[src/rtl/fetch_ctrl_if.sv]
// fetch_ctrl_if: bundles the fetch controller's control inputs and
// fetch outputs.
//   master : the surrounding pipeline (hazard unit, branch unit, CP0, IM).
//            It drives stall/br_*/exc_req/eret_req/epc/im_ex.
//   slave  : fetch_ctrl. It drives pc/pc_plus4/if_valid/if_exc/if_flush/
//            fault_pending.
interface fetch_ctrl_if;
    logic        stall;
    logic        br_valid;
    logic [31:0] br_target;
    logic        exc_req;
    logic        eret_req;
    logic [31:0] epc;
    logic [4:0]  im_ex;
    logic [31:0] pc;
    logic [31:0] pc_plus4;
    logic        if_valid;
    logic [4:0]  if_exc;
    logic        if_flush;
    logic        fault_pending;

    modport master (
        output stall, br_valid, br_target, exc_req, eret_req, epc, im_ex,
        input  pc, pc_plus4, if_valid, if_exc, if_flush, fault_pending
    );

    modport slave (
        input  stall, br_valid, br_target, exc_req, eret_req, epc, im_ex,
        output pc, pc_plus4, if_valid, if_exc, if_flush, fault_pending
    );
endinterface

[src/rtl/fetch_ctrl.sv]
// fetch_ctrl: owns the PC and sequences instruction fetch.
//   clk, reset : clock and synchronous active-high reset.
//   bus        : fetch_ctrl_if.slave
//     in : stall, br_valid/br_target, exc_req, eret_req/epc, im_ex
//     out: pc (IM address, straight from the register), pc_plus4,
//          if_valid, if_exc, if_flush, fault_pending
// In RUN the PC advances, redirects or holds by priority
// exc > eret > stall > fetch fault > branch > sequential.
// A fetch fault freezes fetching in FAULT until CP0 takes the
// exception (or an older eret commits).
module fetch_ctrl #(
    parameter logic [31:0] RESET_PC   = 32'h0000_3000,
    parameter logic [31:0] HANDLER_PC = 32'h0000_4180,
    parameter logic [4:0]  EXC_ADEL   = 5'd4
) (
    input  logic          clk,
    input  logic          reset,
    fetch_ctrl_if.slave   bus
);

    typedef enum logic {
        RUN   = 1'b0,
        FAULT = 1'b1
    } state_t;

    state_t      state_q, state_d;
    logic [31:0] pc_q, pc_d;

    always_ff @(posedge clk) begin
        if (reset) begin
            state_q <= RUN;
            pc_q    <= RESET_PC;
        end else begin
            state_q <= state_d;
            pc_q    <= pc_d;
        end
    end

    always_comb begin
        state_d           = state_q;
        pc_d              = pc_q;
        bus.pc            = pc_q;
        bus.pc_plus4      = pc_q + 32'd4;
        bus.if_valid      = (state_q == RUN);
        bus.if_exc        = '0;
        bus.if_flush      = bus.exc_req | bus.eret_req;
        bus.fault_pending = (state_q == FAULT);

        if (state_q == RUN && bus.im_ex != '0)
            bus.if_exc = EXC_ADEL;

        unique case (state_q)
            RUN: begin
                if (bus.exc_req) begin
                    pc_d = HANDLER_PC;
                end else if (bus.eret_req) begin
                    pc_d = bus.epc;
                end else if (bus.stall) begin
                    // branch is re-presented once the stall clears
                    pc_d = pc_q;
                end else if (bus.im_ex != '0) begin
                    // faulting entry goes to IF/ID this cycle, then freeze
                    state_d = FAULT;
                end else if (bus.br_valid) begin
                    pc_d = bus.br_target;
                end else begin
                    pc_d = pc_q + 32'd4;
                end
            end
            FAULT: begin
                if (bus.exc_req) begin
                    pc_d    = HANDLER_PC;
                    state_d = RUN;
                end else if (bus.eret_req) begin
                    pc_d    = bus.epc;
                    state_d = RUN;
                end
            end
            default: begin
                state_d = RUN;
                pc_d    = RESET_PC;
            end
        endcase
    end

endmodule
[src/flat_wrapper.sv]
// flat-port wrapper written by rule: the top's interface ports become plain ports
module fetch_ctrl_flat 
#(
    parameter logic [31:0] RESET_PC   = 32'h0000_3000,
    parameter logic [31:0] HANDLER_PC = 32'h0000_4180,
    parameter logic [4:0]  EXC_ADEL   = 5'd4
)
  (clk, reset, bus_stall, bus_br_valid, bus_br_target, bus_exc_req, bus_eret_req, bus_epc, bus_im_ex, bus_pc, bus_pc_plus4, bus_if_valid, bus_if_exc, bus_if_flush, bus_fault_pending);
  fetch_ctrl_if bus_i ();
  input  logic clk;
  input  logic reset;
  input wire logic [$bits(bus_i.stall)-1:0] bus_stall;
  input wire logic [$bits(bus_i.br_valid)-1:0] bus_br_valid;
  input wire logic [$bits(bus_i.br_target)-1:0] bus_br_target;
  input wire logic [$bits(bus_i.exc_req)-1:0] bus_exc_req;
  input wire logic [$bits(bus_i.eret_req)-1:0] bus_eret_req;
  input wire logic [$bits(bus_i.epc)-1:0] bus_epc;
  input wire logic [$bits(bus_i.im_ex)-1:0] bus_im_ex;
  output wire logic [$bits(bus_i.pc)-1:0] bus_pc;
  output wire logic [$bits(bus_i.pc_plus4)-1:0] bus_pc_plus4;
  output wire logic [$bits(bus_i.if_valid)-1:0] bus_if_valid;
  output wire logic [$bits(bus_i.if_exc)-1:0] bus_if_exc;
  output wire logic [$bits(bus_i.if_flush)-1:0] bus_if_flush;
  output wire logic [$bits(bus_i.fault_pending)-1:0] bus_fault_pending;
  assign bus_i.stall = bus_stall;
  assign bus_i.br_valid = bus_br_valid;
  assign bus_i.br_target = bus_br_target;
  assign bus_i.exc_req = bus_exc_req;
  assign bus_i.eret_req = bus_eret_req;
  assign bus_i.epc = bus_epc;
  assign bus_i.im_ex = bus_im_ex;
  assign bus_pc = bus_i.pc;
  assign bus_pc_plus4 = bus_i.pc_plus4;
  assign bus_if_valid = bus_i.if_valid;
  assign bus_if_exc = bus_i.if_exc;
  assign bus_if_flush = bus_i.if_flush;
  assign bus_fault_pending = bus_i.fault_pending;
  fetch_ctrl #(.RESET_PC(RESET_PC), .HANDLER_PC(HANDLER_PC), .EXC_ADEL(EXC_ADEL)) u_core (.clk(clk), .reset(reset), .bus(bus_i));
endmodule
[config.mk]
export PLATFORM = sky130hd
export DESIGN_NAME = fetch_ctrl_flat
export DESIGN_NICKNAME = d
export VERILOG_FILES = /design/src/rtl/fetch_ctrl_if.sv /design/src/rtl/fetch_ctrl.sv /design/src/flat_wrapper.sv
export SDC_FILE = /design/constraint.sdc
export NUM_CORES = 1
export LEC_CHECK = 0
export BUFFER_PORTS_ARGS = -buffer_cell sky130_fd_sc_hd__buf_2
export CAP_MARGIN = 20
export CORE_UTILIZATION = 43
export CTS_BUF_LIST = sky130_fd_sc_hd__clkbuf_8
export CTS_CLUSTER_SIZE = 30
export DETAILED_ROUTE_END_ITERATION = 7
export PLACE_DENSITY = 0.86
export SYNTH_ARGS = -nofsm -noshare
export SYNTH_HDL_FRONTEND = slang
export SYNTH_SLANG_ARGS = --single-unit
[constraint.sdc]
create_clock -name clk -period 2.7 [get_ports clk]
set_clock_uncertainty 0.05 [all_clocks]
set_input_delay 0.81 -clock clk [delete_from_list [all_inputs] [get_ports clk]]
set_output_delay 0.81 -clock clk [all_outputs]
set_load 0.005 [all_outputs]
**Word-level counts from Yosys, hierarchy flattened**

Cells that the tools add are included.

- $add $sub $neg: 1
- Equal/unequal tests: 3
- Mux-type cells: 16
- Bitwise operators: 2
- Reduce and logical (&&, ||, !) cells: 3

Operator list:

| kind | number |
|---|---|
| 32-bit two-way mux | 7 |
| 32-bit case mux with 2 select lines | 1 |
| 32-bit by 3-bit adder with 32-bit output (second input constant) | 1 |
| 4-bit inequality test (second input constant) | 2 |
| 1-bit two-way mux | 6 |
| 5-bit nonzero test | 1 |
| 3-bit two-way mux | 1 |
| 3-bit inequality test (second input constant) | 1 |
| 3-bit AND reduction | 1 |
| 1-bit case mux with 2 select lines | 1 |
| 1-bit logical AND | 1 |
| 1-bit NOT | 1 |
| 1-bit bitwise OR | 1 |

- Bits in registers: 33
- Input port bits: 75
- Output and inout bits: 72
- Word-level logic and storage cells: 27

**Depth between registers and ports, before layout**

- Depth after elaboration: 7
- Depth in mapped cells: 8
- Depth with buffers taken out: 6

**Worst setup path after synthesis**

No wires, ideal clock.

- Path type: flip-flop to output port
- Start: register u_core.pc_q[2] (netlist: u_core.bus.pc[2])
- End: output bus_pc_plus4[29]
- Arrival: 2.020 ns
- Setup slack: -0.180 ns
- Cell stages (with the launch flop): 6
- Path buffers: 1
- Cells stage by stage: dfxtp_1 > nand4_4 > or4_4 > buf_6 > or4_4 > xnor2_1

- Longest elaborated chain between the ends: 1

Ends and longest elaborated chain:

| what | RTL line | source |
|---|---|---|
| start, declared | fetch_ctrl.sv:27 | `logic [31:0] pc_q, pc_d;` |
| start signal, assigned | fetch_ctrl.sv:35 | `pc_q <= pc_d;` |
| 32-bit by 3-bit adder with 32-bit output | fetch_ctrl.sv:43 | `bus.pc_plus4 = pc_q + 32'd4;` |
| end, declared | flat_wrapper.sv:20 | `output wire logic [$bits(bus_i.pc_plus4)-1:0] bus_pc_plus4;` |

No other way between the ends.

**Worst setup path after layout**

- Start: register u_core.pc_q[6] (netlist: u_core.bus.pc[6])
- End: output bus_pc_plus4[29]

Same word-level chain as after synthesis.

==> results.toml <==
[status]
status = "finished with violations"
violations = "design-rule violations, negative setup slack"

[setup_path]
critPathKind = "flop to output pin"
ff2ff_setup_slack_ns = 0.49
r2r-end = "u_core.bus.pc[27]"
crit_top_cell = "or4_4"
path_delay_family = "simple AND/OR/NAND/NOR gates"
cp.depth = 5
regToRegStartpoint = "u_core.bus.pc[6]"
worst-path-buf-inv = 1
startpoint = "u_core.bus.pc[6]"
required_ns = 1.84
crit_chain = "nand4_1 -> or4_4 -> or4_4 -> xnor2_2 -> buf_2"
worst_path_max_delay_cell = "or4_4"
r2r_cells = 9
worstSetupEndpoint = "bus_pc_plus4[29]"
critPathLaunchType = "flop"
crit_arrival_ns = 2.21
cp_max_fo = 4
cpPeakStageDelay_ns = 0.53
end_kind = "output pin"

[synthesis]
ys_warn_count = 0
synth_common_cells = "nand2_1, nor2_1, o21ai_0"
yosysMostFrequentCell = "nand2_1"
synth_ff_type = "dfxtp_1"
synth_top_cell_area_share = 0.228
synth_area_um2 = 2900
synth_top_cells_by_area = "dfxtp_1, o21ai_0, nand2_1, xnor2_1, nor2_1"
syn_avg_cell_area_um2 = 7.16
synth_top_area_cell = "dfxtp_1"
synth_seq_cells = 33
syn_inst = 405
async_flop_share = 0
synth_seq_area_share = 0.228
ys_types = 66
synth-edff-count = 0

[sta]
fin_crit_sh = 1.14
hold_ws_ns = 0.426
setup_viol = 16
slew_violations = 0
rsz0062_at_grt = "yes"
period_needed_ns = 3.07
slew_headroom = 0.606
final-hold-violation-count = 0
tightest_slew_ns = 0.589
clock.fmax_ghz = 0.326
setup_slack_ns = -0.366

[floorplanning]
die_y_um = 84.1
die_x_um = 84.1
initial_core_util = 0.451
row_count = 29
die_area_um2 = 7070
core-area_um2 = 6420
io_pins = 147

[drt]
drc = 18
wl_um = 13800
routedWlPerCell_um = 20.1
vias = 4365
avgViaCountPerCell = 6.38
antenna_left = 0
dr.pass1.iters = 8
drtIter0Drc = 497

[layout]
final_nets = 683
postLayoutCoreUtil = 0.721
num_antenna_cells = 0
drive_above_1_share = 0.481
layout.cells.non_filler = 684
area_delta_synth_final_pct = 59.9

[place]
routabilityCongestion = 0.951
dp.cells = 652
numPortBuffers = 142
hpwl_um = 9480

[cts]
cts_made_buffers = 5
cts_tree = "built"
root_buffer = "clkbuf_8"
clockBufferDepth = 2
h-tree-depth = 2
path_clk_slew_ns = 0.08
ctsHoldBuffers = 0
cts_num_sinks = 33
clk-insertion-delay-late_ns = 0.30

[global_route]
grt_max_degree = 20
grt_pass1_vias = 4152
grt_first_pass_wirelength_um = 20700
antenna_found_initial = 0
track_usage = 0.373
gr-total-overflow = 0

[pwr]
power.total_mw = 1.48
p_per_area_nw_per_um2 = 320
ir_drop_mv = 0.186
power.leakage_nw = 2.25

[flow_run]
cap_violations = 0

[min_path]
hold_class = "flop to flop"
## state kept, by name, summed over array words and instances (netlist names)
name,flops
u_core.bus.pc,32
u_core.bus.fault_pending,1
## metrics by stage
step                      setup slack (ns)  TNS (ns)  cell area [um^2]
after detailed placement           -0.0800    -0.201              4050
final                               -0.366     -3.23              4630
after global placement             -0.0522   -0.0874              4050
after CTS                           -0.302     -2.18              4480
after floorplan                     0.0129         0              2960
after global routing                -0.416     -4.42              4630
## report_power, final
| group | switching (mW) | total [mW] | internal (mW) | leakage (nW) |
|---|---|---|---|---|
| clock network | 0.218 | 0.519 | 0.300 | 0.0574 |
| registers | 0.0283 | 0.536 | 0.508 | 0.276 |
| logic | 0.229 | 0.425 | 0.197 | 1.91 |
| total | 0.475 | 1.48 | 1.00 | 2.25 |
## layout make-up
cell class | count | area [um^2]
clock buffers | 6 | 82.6
well taps | 77 | 96.3
repair buffers | 225 | 1390
multi-input cells | 327 | 2280
fillers | 481 | 1790
clock inverters | 2 | 37.5
flip-flops and latches | 33 | 691
inverters | 14 | 52.6
## worst min path at each step
| stage | start | cells after the start | slack [ns] | to |
|---|---|---|---|---|
| 3_3_place_gp | u_core.bus.pc[1] | 2 | 0.40 | u_core.bus.pc[1] |
| 4_1_cts | u_core.bus.pc[0] | 2 | 0.42 | u_core.bus.pc[0] |
| 5_1_grt | u_core.bus.pc[0] | 2 | 0.45 | u_core.bus.pc[0] |
| 3_5_place_dp | u_core.bus.pc[0] | 2 | 0.41 | u_core.bus.pc[0] |
| 2_1_floorplan | u_core.bus.pc[0] | 2 | 0.41 | u_core.bus.pc[0] |
| 6_report | u_core.bus.pc[0] | 2 | 0.43 | u_core.bus.pc[0] |
## metal layers
metal	up-vias	track usage	part of all wire
li1	1900	-	-
met1	1991	0.463	0.37
met2	385	0.604	0.45
met3	89	0.0732	0.12
met4	0	0.205	0.057
met5	-	0	0
## cell families (layout without fill, tap and decap cells)
| group | count (synthesis) | in the layout | share of synthesized area |
|---|---|---|---|
| AO/OA/AOI/OAI | 130 | 130 | 0.309 |
| XOR/XNOR | 26 | 26 | 0.0786 |
| adder cells (fa/ha/maj) | 2 | 2 | 0.00863 |
| buffers and inverters | 48 | 247 | 0.0734 |
| flip-flops | 33 | 33 | 0.228 |
| multiplexers | 4 | 4 | 0.0138 |
| other | 1 | 4 | 0.00129 |
| AND/OR/NAND/NOR | 161 | 161 | 0.288 |
## layout by cell type, fill, tap and decap left out, types with 6 or more instances in the layout
master      n
buf_2     141
xnor2_2     8
buf_4      71
nor3_1     10
xnor2_1     9
buf_6      12
nand3_1    11
a22o_1      8
dfxtp_1    17
nand2_1    42
xor2_1      8
inv_1      14
nor2_1     33
a21oi_1    22
dfxtp_2    12
clkbuf_8    6
o21ai_0    35
nand4_1     9
a221oi_1    9
## timing repair
item | 4_1_cts | 5_1_grt
endpoints found under the setup margin | 15 | 18
hold endpoints to repair | 0 | 0
resized for setup | 35 | 18
pin swaps | 18 | 9
buffers inserted | 17 | 8
## tightest hold or removal path: cells and delay by family, from the launching register on
family | cells | cell delay (ns)
compound gates | 1 | 0.05
flops | 1 | 0.32
simple gates | 1 | 0.06
(Power assumes the default switching activity.)
